<file path="src/rtl/fifo_write_controller_if.sv">
// fifo_write_controller_if: producer and RAM-side signals of the FIFO write controller
interface fifo_write_controller_if #(parameter int depth = 8);
  logic wr_req;
  logic [depth-1:0] rd_gray_value;
  logic wr_en;
  logic [depth-2:0] wr_address;
  logic [depth-1:0] gray_value;
  logic full;
  logic almost_full;
  logic [depth-1:0] level;
  logic overflow;
  modport master (
    output wr_req, rd_gray_value,
    input wr_en, wr_address, gray_value, full, almost_full, level, overflow
  );
  modport slave (
    input wr_req, rd_gray_value,
    output wr_en, wr_address, gray_value, full, almost_full, level, overflow
  );
endinterface

</file>
<file path="src/rtl/fifo_write_controller.sv">
// fifo_write_controller: write-side pointer, read-pointer synchroniser and full/level flags of a dual-clock FIFO
module fifo_write_controller #(
  parameter int depth = 8,
  parameter int almost_full_level = 2 ** (depth - 1) - 2
) (
  input logic wr_clock,
  input logic reset,
  fifo_write_controller_if.slave bus
);
  localparam logic [depth-1:0] af_level = depth'(almost_full_level);
  logic [depth-1:0] wr_bin, next_bin, gray, sync1, sync2, rd_bin_sync;
  logic ovf;
  assign bus.wr_en = bus.wr_req & ~bus.full & ~reset;
  assign next_bin = wr_bin + {{(depth-1){1'b0}}, bus.wr_en};
  always_comb begin
    rd_bin_sync = '0;
    for (int i = 0; i < depth; i++) rd_bin_sync[i] = ^(sync2 >> i);
  end
  assign bus.level = wr_bin - rd_bin_sync;
  // full when the write pointer is exactly one lap ahead of the synchronised read pointer
  assign bus.full = gray == {~sync2[depth-1:depth-2], sync2[depth-3:0]};
  assign bus.almost_full = bus.level >= af_level;
  assign bus.wr_address = wr_bin[depth-2:0];
  assign bus.gray_value = gray;
  assign bus.overflow = ovf;
  always_ff @(posedge wr_clock) begin
    if (reset) begin
      wr_bin <= '0;
      gray <= '0;
      sync1 <= '0;
      sync2 <= '0;
      ovf <= 1'b0;
    end else begin
      wr_bin <= next_bin;
      gray <= next_bin ^ (next_bin >> 1);
      sync1 <= bus.rd_gray_value;
      sync2 <= sync1;
      if (bus.wr_req & bus.full) ovf <= 1'b1;
    end
  end
endmodule

</file>
<file path="src/flat_wrapper.sv">
// flat-port wrapper written by rule: the top's interface ports become plain ports
module fifo_write_controller_flat 
#(
  parameter int depth = 8,
  parameter int almost_full_level = 2 ** (depth - 1) - 2
)
  (wr_clock, reset, bus_wr_req, bus_rd_gray_value, bus_wr_en, bus_wr_address, bus_gray_value, bus_full, bus_almost_full, bus_level, bus_overflow);
  fifo_write_controller_if #(.depth(depth)) bus_i ();
  input logic wr_clock;
  input logic reset;
  input wire logic [$bits(bus_i.wr_req)-1:0] bus_wr_req;
  input wire logic [$bits(bus_i.rd_gray_value)-1:0] bus_rd_gray_value;
  output wire logic [$bits(bus_i.wr_en)-1:0] bus_wr_en;
  output wire logic [$bits(bus_i.wr_address)-1:0] bus_wr_address;
  output wire logic [$bits(bus_i.gray_value)-1:0] bus_gray_value;
  output wire logic [$bits(bus_i.full)-1:0] bus_full;
  output wire logic [$bits(bus_i.almost_full)-1:0] bus_almost_full;
  output wire logic [$bits(bus_i.level)-1:0] bus_level;
  output wire logic [$bits(bus_i.overflow)-1:0] bus_overflow;
  assign bus_i.wr_req = bus_wr_req;
  assign bus_i.rd_gray_value = bus_rd_gray_value;
  assign bus_wr_en = bus_i.wr_en;
  assign bus_wr_address = bus_i.wr_address;
  assign bus_gray_value = bus_i.gray_value;
  assign bus_full = bus_i.full;
  assign bus_almost_full = bus_i.almost_full;
  assign bus_level = bus_i.level;
  assign bus_overflow = bus_i.overflow;
  fifo_write_controller #(.depth(depth), .almost_full_level(almost_full_level)) u_core (.wr_clock(wr_clock), .reset(reset), .bus(bus_i));
endmodule
</file>
<file path="config.mk">
export PLATFORM = sky130hd
export DESIGN_NAME = fifo_write_controller_flat
export DESIGN_NICKNAME = d
export VERILOG_FILES = /design/src/rtl/fifo_write_controller_if.sv /design/src/rtl/fifo_write_controller.sv /design/src/flat_wrapper.sv
export SDC_FILE = /design/constraint.sdc
export NUM_CORES = 1
export LEC_CHECK = 0
export CORE_MARGIN = 4
export CORE_UTILIZATION = 28
export CTS_BUF_LIST = sky130_fd_sc_hd__clkbuf_16
export DETAILED_ROUTE_END_ITERATION = 8
export DONT_BUFFER_PORTS = 1
export PLACE_DENSITY = 0.48
export SKIP_CTS_REPAIR_TIMING = 1
export SLEW_MARGIN = 20
export SYNTH_ARGS = -nofsm -noshare
export SYNTH_HDL_FRONTEND = slang
export SYNTH_SLANG_ARGS = --single-unit
</file>
<file path="constraint.sdc">
create_clock -name wr_clock -period 3.61 [get_ports wr_clock]
set_input_delay 0.5415 -clock wr_clock [delete_from_list [all_inputs] [get_ports wr_clock]]
set_output_delay 0.5415 -clock wr_clock [all_outputs]
set_load 0.02 [all_outputs]
</file>
==> results of run 1 <==
==> layer usage <==
metal  up-vias  track usage [%]  part of all wire [%]
li1        600                -                     -
met1       532             10.8                    41
met2        33             17.5                    47
met3         9             4.95                   9.4
met4         0             5.32                   2.5
met5         -                0                     0
==> metrics by stage <==
| stage | instance area [µm²] | power [mW] | std cells |
|---|---|---|---|
| 2_1_floorplan | 1710 | 0.593 | 171 |
| 3_3_place_gp | 1920 | 0.678 | 255 |
| 3_5_place_dp | 1920 | 0.686 | 255 |
| 4_1_cts | 2070 | 1.10 | 263 |
| 5_1_grt | 2170 | 1.18 | 266 |
| 6_report | 2170 | 1.12 | 266 |
==> Yosys cell counts (all sizes together), types with 2 or more instances <==
cell type | n | share of area, %
a21oi | 4 | 1.2
a22oi | 2 | 0.91
clkbuf | 7 | 1.6
dfxtp | 32 | 39
ha | 8 | 6.1
inv | 10 | 2.3
nand2 | 5 | 1.1
nand4 | 4 | 1.5
nor2 | 15 | 3.4
nor2b | 21 | 7.9
o21a | 2 | 0.91
o21ai | 7 | 2.1
or3 | 2 | 0.76
xnor2 | 22 | 13
xor2 | 13 | 9.4
==> logic make-up after synthesis <==
family                   after synthesis
AO/OA/AOI/OAI                         21
XOR/XNOR                              35
adder cells (fa/ha/maj)                9
buffers and inverters                 18
flip-flops                            32
multiplexers                           1
AND/OR/NAND/NOR                       55
==> power by group <==
group          switching, mW  internal [mW]
Clock                  0.156          0.256
Sequential            0.0136          0.365
Combinational          0.165          0.163
Total                  0.335          0.783
==> layout make-up <==
type                            instances  area share, %
Clock buffer                            5           5.76
Clock inverter                          3           1.09
Inverter                               10           1.73
Multi-Input combinational cell        121           49.2
Sequential cell                        32           30.0
Tap cell                               72           4.15
Timing Repair Buffer                   23           8.12
==> worst reg2reg max path, delay by kind of cell, from the launching register on <==
kind          cells  cell delay, ps
buf+inv           2             320
xor+xnor          3             900
simple gates      5             880
fa+ha+maj         1             230
flops             1             360
==> registers in the layout, summed over array words and instances, names as in the netlist <==
signal and count:
u_core.wr_bin 7, u_core.sync2 8, u_core.bus.overflow 1, u_core.bus.gray_value 8
u_core.sync1 8
==> worst max-delay path by stage <==
stage	cells after the start	from	to	slack [ps]
2_1_floorplan	14	u_core.sync2[6]	bus_almost_full	-230
3_3_place_gp	14	u_core.sync2[4]	bus_almost_full	-240
3_5_place_dp	14	u_core.sync2[4]	bus_almost_full	-280
4_1_cts	14	u_core.sync2[4]	bus_almost_full	-580
5_1_grt	14	u_core.sync2[5]	bus_almost_full	-690
6_report	14	u_core.sync2[5]	bus_almost_full	-510
==> impl_metrics.yaml, run 1 <==
sta:
  finalSetupTns_ps: -1050
  skew_ps: 5.47
  layout_setup_ws_ps: -508
  drv_slew: 0
  final_hold_viol_count: 0
  whs_ps: 327
  period_minus_slack_ps: 4120
  fin_crit_sh_pct: 114
  rsz0062_at_grt: "yes"
  worst_slew_pin_slew_ps: 627
  relSlewSlack_pct: 58.2
  fmax_mhz: 243
  setup_viol: 4
clock_network:
  numCtsBuffers: 5
  cts_sinks: 32
  cts_root_buf: "clkbuf_16"
  cts_buffer_depth: 2
  htreeDepth: 2
  clk_pin_slew_ps: 50
  clkLatencyLatePin_ps: 280
  cts_tree: "done"
critical_path:
  slowest_stage: "o311ai_4"
  endpoint_kind: "output port"
  arrival_ps: 3580
  cp_top_family: "XOR/XNOR gates"
  r2r_slack_ps: 800
  rr_worst_depth: 11
  worstPathCellList: "xor2_4 > xnor2_4 > xor2_2 > xor2_2 > xor2_2 > xnor2_2 > ha_2 > fa_2 > nor2b_1 > o21a_1 > o311a_1 > a311o_1 > xnor2_2 > o311ai_4"
  worstSetupStartpointType: "flip-flop"
  slowest_delay_ps: 400
  critPathBufInv: 0
  path_common_cell: "xor2_2"
  path_class: "flip-flop to output port"
  cp_max_fo: 2
  crit_required_ps: 3070
  reg2reg_from: "u_core.sync2[7]"
  rr_endpoint: "u_core.bus.gray_value[4]"
synth:
  synth_area_mm2: 0.00165
  synthMuxAreaShare_pct: 0.681
  synth-compound-area-share_pct: 8.55
  ys_seq_elements: 32
  synthSimpleGateAreaFrac_pct: 17.9
  synth_adder_area_share_pct: 7.26
  synth_ff_type: "dfxtp_1"
  synth_fp_nets: 191
  synth_edf_count: 0
  synth_cell_type_count: 36
  synth_xor_area_share_pct: 22.6
  yosysWarnings: 0
  syn_inst: 171
  ys_async_sr_fraction_pct: 0
  synth_seq_area_share_pct: 38.7
  avgSynthCellArea_um2: 9.67
  synth_top_family_by_area: "XOR/XNOR gates"
route:
  ant_nets: 0
  vias_per_cell: 4.41
  drt_iter0_markers: 54
  routed_wl_um: 3500
  drt-pass1-iter-count: 4
  vias: 1174
  drc: 0
  wl_per_cell_um: 13.1
floorplan:
  row_count: 27
  core_area_mm2: 0.00561
  die_h_um: 84.9
  die-area_mm2: 0.00720
  ios: 38
  start_util_pct: 29.5
  die_x_um: 84.9
placement:
  io_buffer_count: 0
  hpwl_um: 2680
  dp_slack_ps: -277
  gp_congestion: 0.761
outcome:
  status: "finished, violations left"
  violations: "setup timing"
power_and_ir_drop:
  ir_worst_vdd_uv: 238
  p_leak_nw: 0.851
  power_density_mw_per_mm2: 515
grt:
  grt_pass1_vias: 1258
  antenna_found_initial: 0
  grt_pass1_wl_um: 5780
  grt_use_total_pct: 10.4
  grt_max_degree: 34
  grt_overflow: 0
finish:
  syn_to_final_growth_pct: 31.3
  mostFrequentLayoutCell: "dfxtp_1"
  fin_nets: 213
  drive_gt1_share_pct: 30.4
  mostFrequentLayoutCells: "dfxtp_1 (28), buf_4 (22), nor2b_1 (20), xnor2_1 (17), nor2_1 (15)"
  multi_input_area_mm2: 0.00107
  seq_area_um2: 651
  num_antenna_cells: 0
  fill_cells: 577
  utilization_pct: 38.7
min_path:
  hold_path_end: "u_core.sync2[7]"
  hp-start: "reset"
  hold_path_depth: 1
  min-delay-path-class: "primary input to flip-flop"
flow_run:
  drv_cap: 0
No activity file was read; power rests on OpenSTA's default activity.
==> run 2: changes to the inputs <==
HOLD_SLACK_MARGIN = 0.15   (was unset)
==> results of run 2 <==
The final DEF is identical to that of run 1; final timing and power are the same.
==> run 3: changes to the inputs <==
==> constraint.sdc (replaced) <==
create_clock -name wr_clock -period 3.61 [get_ports wr_clock]
set_input_delay 0.722 -clock wr_clock [delete_from_list [all_inputs] [get_ports wr_clock]]
set_output_delay 0.722 -clock wr_clock [all_outputs]
set_load 0.02 [all_outputs]
==> impl_metrics.yaml, run 3 (synthesis results as in run 1) <==
outcome:
  status: "finished, violations left"
  violations: "setup timing"
finish:
  mostFrequentLayoutCells: "buf_4 (28), dfxtp_1 (28), nor2b_1 (21), xnor2_1 (16), nor2_1 (15)"
  fin_nets: 221
  fill_cells: 571
  layout.cells.non_filler: 274
  syn_to_final_growth_pct: 34.2
  drive_gt1_share_pct: 30.2
  seq_area_um2: 651
  num_antenna_cells: 0
  multi_input_area_mm2: 0.00103
clock_network:
  cts_tree: "done"
  cts_buffer_depth: 2
  clkLatencyLatePin_ps: 280
  numCtsBuffers: 5
  cts_sinks: 32
  htreeDepth: 2
  cts_root_buf: "clkbuf_16"
  clk_pin_slew_ps: 50
placement:
  io_buffer_count: 0
  hpwl_um: 2690
  dp_slack_ps: -508
  place_inst: 259
  gp_congestion: 0.779
grt:
  grt_max_degree: 34
  grt_pass1_vias: 1180
  grt_pass1_wl_um: 5700
  antenna_found_initial: 0
  grt_overflow: 0
  grt_use_total_pct: 10.0
route:
  routed_wl_um: 3450
  drt_iter0_markers: 88
  vias: 1200
  wl_per_cell_um: 12.6
  drc: 0
  route.met3.wl_um: 319
  drt-pass1-iter-count: 4
  dr_wl_met2_um: 1610
  vias_per_cell: 4.38
  ant_nets: 0
  wl_met1_um: 1470
  top_layer: "met4"
critical_path:
  rr_worst_depth: 11
  endpoint_kind: "output port"
  path_class: "flip-flop to output port"
  r2r_slack_ps: 880
  arrival_ps: 3600
  rr_endpoint: "u_core.bus.gray_value[3]"
  crit_end: "bus_almost_full"
  worstSetupStartpointType: "flip-flop"
  crit_required_ps: 2890
  cp_max_fo: 2
  reg2reg_from: "u_core.bus.gray_value[6]"
  setup.worst_path.start: "u_core.sync2[6]"
flow_run:
  drv_cap: 0
floorplan:
  row_count: 27
  die_x_um: 84.9
  die-area_mm2: 0.00720
  start_util_pct: 29.5
  core_area_mm2: 0.00561
  die_h_um: 84.9
  ios: 38
power_and_ir_drop:
  ir_worst_vdd_uv: 230
  p_seq_share_pct: 31.3
  p_sw_share_pct: 27.2
  switching_power_mw: 0.329
  power_density_mw_per_mm2: 545
  internal_power_mw: 0.880
  p_leak_nw: 0.909
  pwr-share-comb_pct: 30.2
  report.power.total_mw: 1.21
  clkPwrFrac_pct: 38.5
sta:
  setup_viol: 6
  relSlewSlack_pct: 59.9
  fmax_mhz: 231
  fin_crit_sh_pct: 120
  layout_setup_ws_ps: -711
  final_hold_viol_count: 0
  drv_slew: 0
  worst_slew_pin_slew_ps: 600
  period_minus_slack_ps: 4320
  rsz0062_at_grt: "yes"
  skew_ps: 8.49
min_path:
  min-delay-path-class: "flip-flop to flip-flop"
[run 3: per-stage QoR]
stage	setup TNS (ps)	utilization, %	hold WS (ps)	instance area, µm²
2_1_floorplan	-688	-	412	1710
3_3_place_gp	-966	34.8	421	1950
3_5_place_dp	-1430	34.8	422	1950
4_1_cts	-3020	37.7	431	2110
5_1_grt	-3560	39.6	437	2220
6_report	-2430	39.6	430	2220
[run 3: worst min-delay path by stage]
stage                                from         endpoint  cells after the start
after floorplan           u_core.sync1[6]  u_core.sync2[6]                      1
after global placement    u_core.sync1[3]  u_core.sync2[3]                      1
after detailed placement  u_core.sync1[6]  u_core.sync2[6]                      1
after CTS                 u_core.sync1[6]  u_core.sync2[6]                      1
after global routing      u_core.sync1[6]  u_core.sync2[6]                      1
final                     u_core.sync1[6]  u_core.sync2[6]                      1
[run 3: area by class of cell]
cell class / instances / area share, %
Multi-Input combinational cell: 121 / 46.4
Sequential cell: 32 / 29.3
Timing Repair Buffer: 31 / 11.0
Clock buffer: 5 / 5.64
Tap cell: 72 / 4.06
Inverter: 10 / 1.80
Clock inverter: 3 / 1.75
[run 3: power groups by stage]
stage	clock network [mW]	logic [mW]	registers, mW
floorplan	0	0.209	0.383
global placement	0	0.310	0.385
detailed placement	0	0.319	0.385
CTS	0.479	0.321	0.378
global route	0.495	0.398	0.380
finish	0.465	0.365	0.378
[run 3: routing by layer]
layer / GRT usage, % / vias up
met5: 0 / -
met2: 15.9 / 33
met4: 3.88 / 0
li1: - / 619
met1: 11.6 / 541
met3: 4.95 / 7
[run 3: critical path, cell delays in order (launching register included)]
cell,delay [ps]
dfxtp_4,360
xor2_4,200
xnor2_4,190
xor2_2,220
xor2_2,210
xor2_2,210
xnor2_2,140
ha_2,210
fa_2,200
nor2b_1,40
o21a_1,180
o311a_1,280
a311o_1,310
xnor2_2,180
o311ai_4,400
==> RTL edit (settings of run 2) <==
`depth` is set to 8 in 3 places; all go to 7.
--- a/src/rtl/fifo_write_controller_if.sv
+++ b/src/rtl/fifo_write_controller_if.sv
@@ -1,5 +1,5 @@
 // fifo_write_controller_if: producer and RAM-side signals of the FIFO write controller
-interface fifo_write_controller_if #(parameter int depth = 8);
+interface fifo_write_controller_if #(parameter int depth = 7);
   logic wr_req;
   logic [depth-1:0] rd_gray_value;
   logic wr_en;
--- a/src/rtl/fifo_write_controller.sv
+++ b/src/rtl/fifo_write_controller.sv
@@ -1,6 +1,6 @@
 // fifo_write_controller: write-side pointer, read-pointer synchroniser and full/level flags of a dual-clock FIFO
 module fifo_write_controller #(
-  parameter int depth = 8,
+  parameter int depth = 7,
   parameter int almost_full_level = 2 ** (depth - 1) - 2
 ) (
   input logic wr_clock,
--- a/src/flat_wrapper.sv
+++ b/src/flat_wrapper.sv
@@ -1,7 +1,7 @@
 // flat-port wrapper written by rule: the top's interface ports become plain ports
 module fifo_write_controller_flat 
 #(
-  parameter int depth = 8,
+  parameter int depth = 7,
   parameter int almost_full_level = 2 ** (depth - 1) - 2
 )
   (wr_clock, reset, bus_wr_req, bus_rd_gray_value, bus_wr_en, bus_wr_address, bus_gray_value, bus_full, bus_almost_full, bus_level, bus_overflow);
Interface: changed (resized bus_gray_value, bus_level, bus_rd_gray_value and bus_wr_address); port bits go from 38 to 34. No check against the original RTL was run, so the function may have changed too.
==> RTL edit against run 2 <==
The run still ends with negative setup slack left; sequential share of layout area up 1.5 points; total power fell by 21%; routed wire length fell by 16%; first-iteration DRC count decreased by 57%; area after synthesis shrank 15%; register-to-register slack got worse by 30 ps; critical path depth decreased by 2; cell area shrank 17%; sequential cell count decreased by 4; non-clock buffer count shrank 4; setup slack better by 310 ps; count of clock-buffer cells in the layout shrank 2; clock skew barely moved; critical path type unchanged; largest cell class unchanged; highest routed layer unchanged.
==> RTL edit: results (changes against run 2) <==
STA
  • Rel. slew slack: 67.85% (+9.7 points)
  • Final setup viols: 3 (-1)
  • Fin. max-slew vios: 0 (unchanged)
  • Final setup margin: -201.1 ps (+306.7 ps)
  • Total Neg Setup Slack: -428.9 ps (+622.5 ps)
  • Worst hold-check slack: 340.2 ps (+13.17 ps)
  • Clk_skew: 5.376 ps (-0.09670 ps)

GRT
  • Gr usage total: 10.09% (-0.32 points)
  • Vias in the first global route: 987 (-22%)
  • Grt met3 use: 3.515% (-1.4 points)
  • Largest net degree at the start of global routing: 30 (-12%)
  • Met1 usage: 11.83% (+1.0 points)
  • First-pass GRT wire length: 4.823 mm (-17%)
  • Met2 Track Usage GR: 16.55% (-0.96 points)

Drt
  • Via count: 1,038 (-12%)
  • Metal-1 WL: 1.199 mm (-16%)
  • Antenna viol nets, final: 0 (unchanged)
  • Iteration-0 DRC Markers: 23 (-57%)
  • Met3 WL post-DR: 241 um (-26%)
  • Final WL: 2.932 mm (-16%)
  • Wire length on met2: 1.426 mm (-14%)
  • Vias per inst: 4.436 (+0.51%)

Clock tree
  • H-tree depth: 1 (-1)
  • Clk_lat worst skew: 260 ps (-20 ps)
  • TritonCTS Buffers: 3 (-2)
  • Clock transition at path regs: 70 ps (+20 ps)

Final layout
  • Final nets: 187 (-12%)
  • Layout cell share with drive strength beyond 1: 22.75% (-7.7 points)

Min path
  • Hold path endpoint: u_core.sync2[5]

Placement
  • Dpl hpwl: 2.331 mm (-13%)
  • Pre-CTS setup slack: -15.15 ps (+262.1 ps)
  • Final Wtd Congestion: 0.7673 (+0.85%)
  • Dpl cells: 226 (-11%)
  • Placed Area: 0.001614 mm^2 (-16%)

Synthesis
  • Post-synthesis mux area share: 0% (-0.68 points)
  • Mapped Cells: 150 (-12%)
  • Post-synth top cells: dfxtp_1, nor2b_1, nor2_1, xnor2_1
  • Synth Area in XOR/XNOR: 16.98% (-5.6 points)
  • Synth cell types: 28 (-22%)
  • Synth Area in Adders: 8.533% (+1.3 points)
  • Synth Area in Compound Gates: 12.00% (+3.5 points)
  • Top cells by area, synth: dfxtp_1, nor2b_1, ha_1, xnor2_1, xor2_1
  • Synthesized Nets: 169 (-12%)
  • Sequential area share after synthesis: 39.82% (+1.1 points)

Power and ir drop
  • Leakage power: 0.7223 nW (-15%)
  • Max VDD drop: 0.1613 mV (-32%)
  • Clock group share of total power: 36.4% (-0.4 points)
  • Comb pwr share: 26.2% (-3.1 points)
  • Cell area power density: 493.4 mW/mm^2 (-4.2%)
  • Sw Pwr: 0.2343 mW (-30%)

Setup path
  • FF-to-FF path depth: 12 (+1)
  • Reg2Reg Setup Slack: 770 ps (-30 ps)
  • Reg-to-Reg Start: u_core.sync2[6]
  • CP arrival: 3270 ps (-310 ps)
  • Reg-to-reg endpoint: u_core.bus.gray_value[3]

Run status
  • Failing checks: negative setup slack
  • Outcome: finished, violations left
==> RTL edit: cell type report <==
cell class / instances / area, um^2
clock buffer: 3 / 75.07
clock inverter: 1 / 30.03
fill: 465 / 2990
inverter: 7 / 26.28
multi-input combinational: 109 / 865.8
sequential: 28 / 564.3
tap: 67 / 83.83
timing repair buffer: 19 / 150.1
==> RTL edit: critical path: stages, from the launching register on <==
cell and delay, ps:
dfxtp_4 350, xnor3_2 460, xor2_4 190, xor2_2 210, xor2_2 180, xnor2_1 140, ha_2 220, fa_2 230
nor2b_2 50, o31a_1 310, a21oi_2 130, nand4_1 150, o32ai_4 390
==> RTL edit: worst max path at each step <==
stage | startpoint | to | slack [ps]
final | u_core.sync2[5] | bus_almost_full | -200
after global routing | u_core.sync2[5] | bus_almost_full | -430
after CTS | u_core.sync2[4] | bus_level[6] | -310
after detailed placement | u_core.sync2[4] | bus_level[6] | -20
after global placement | u_core.sync2[4] | bus_level[6] | 90
after floorplan | u_core.sync2[4] | bus_almost_full | -9
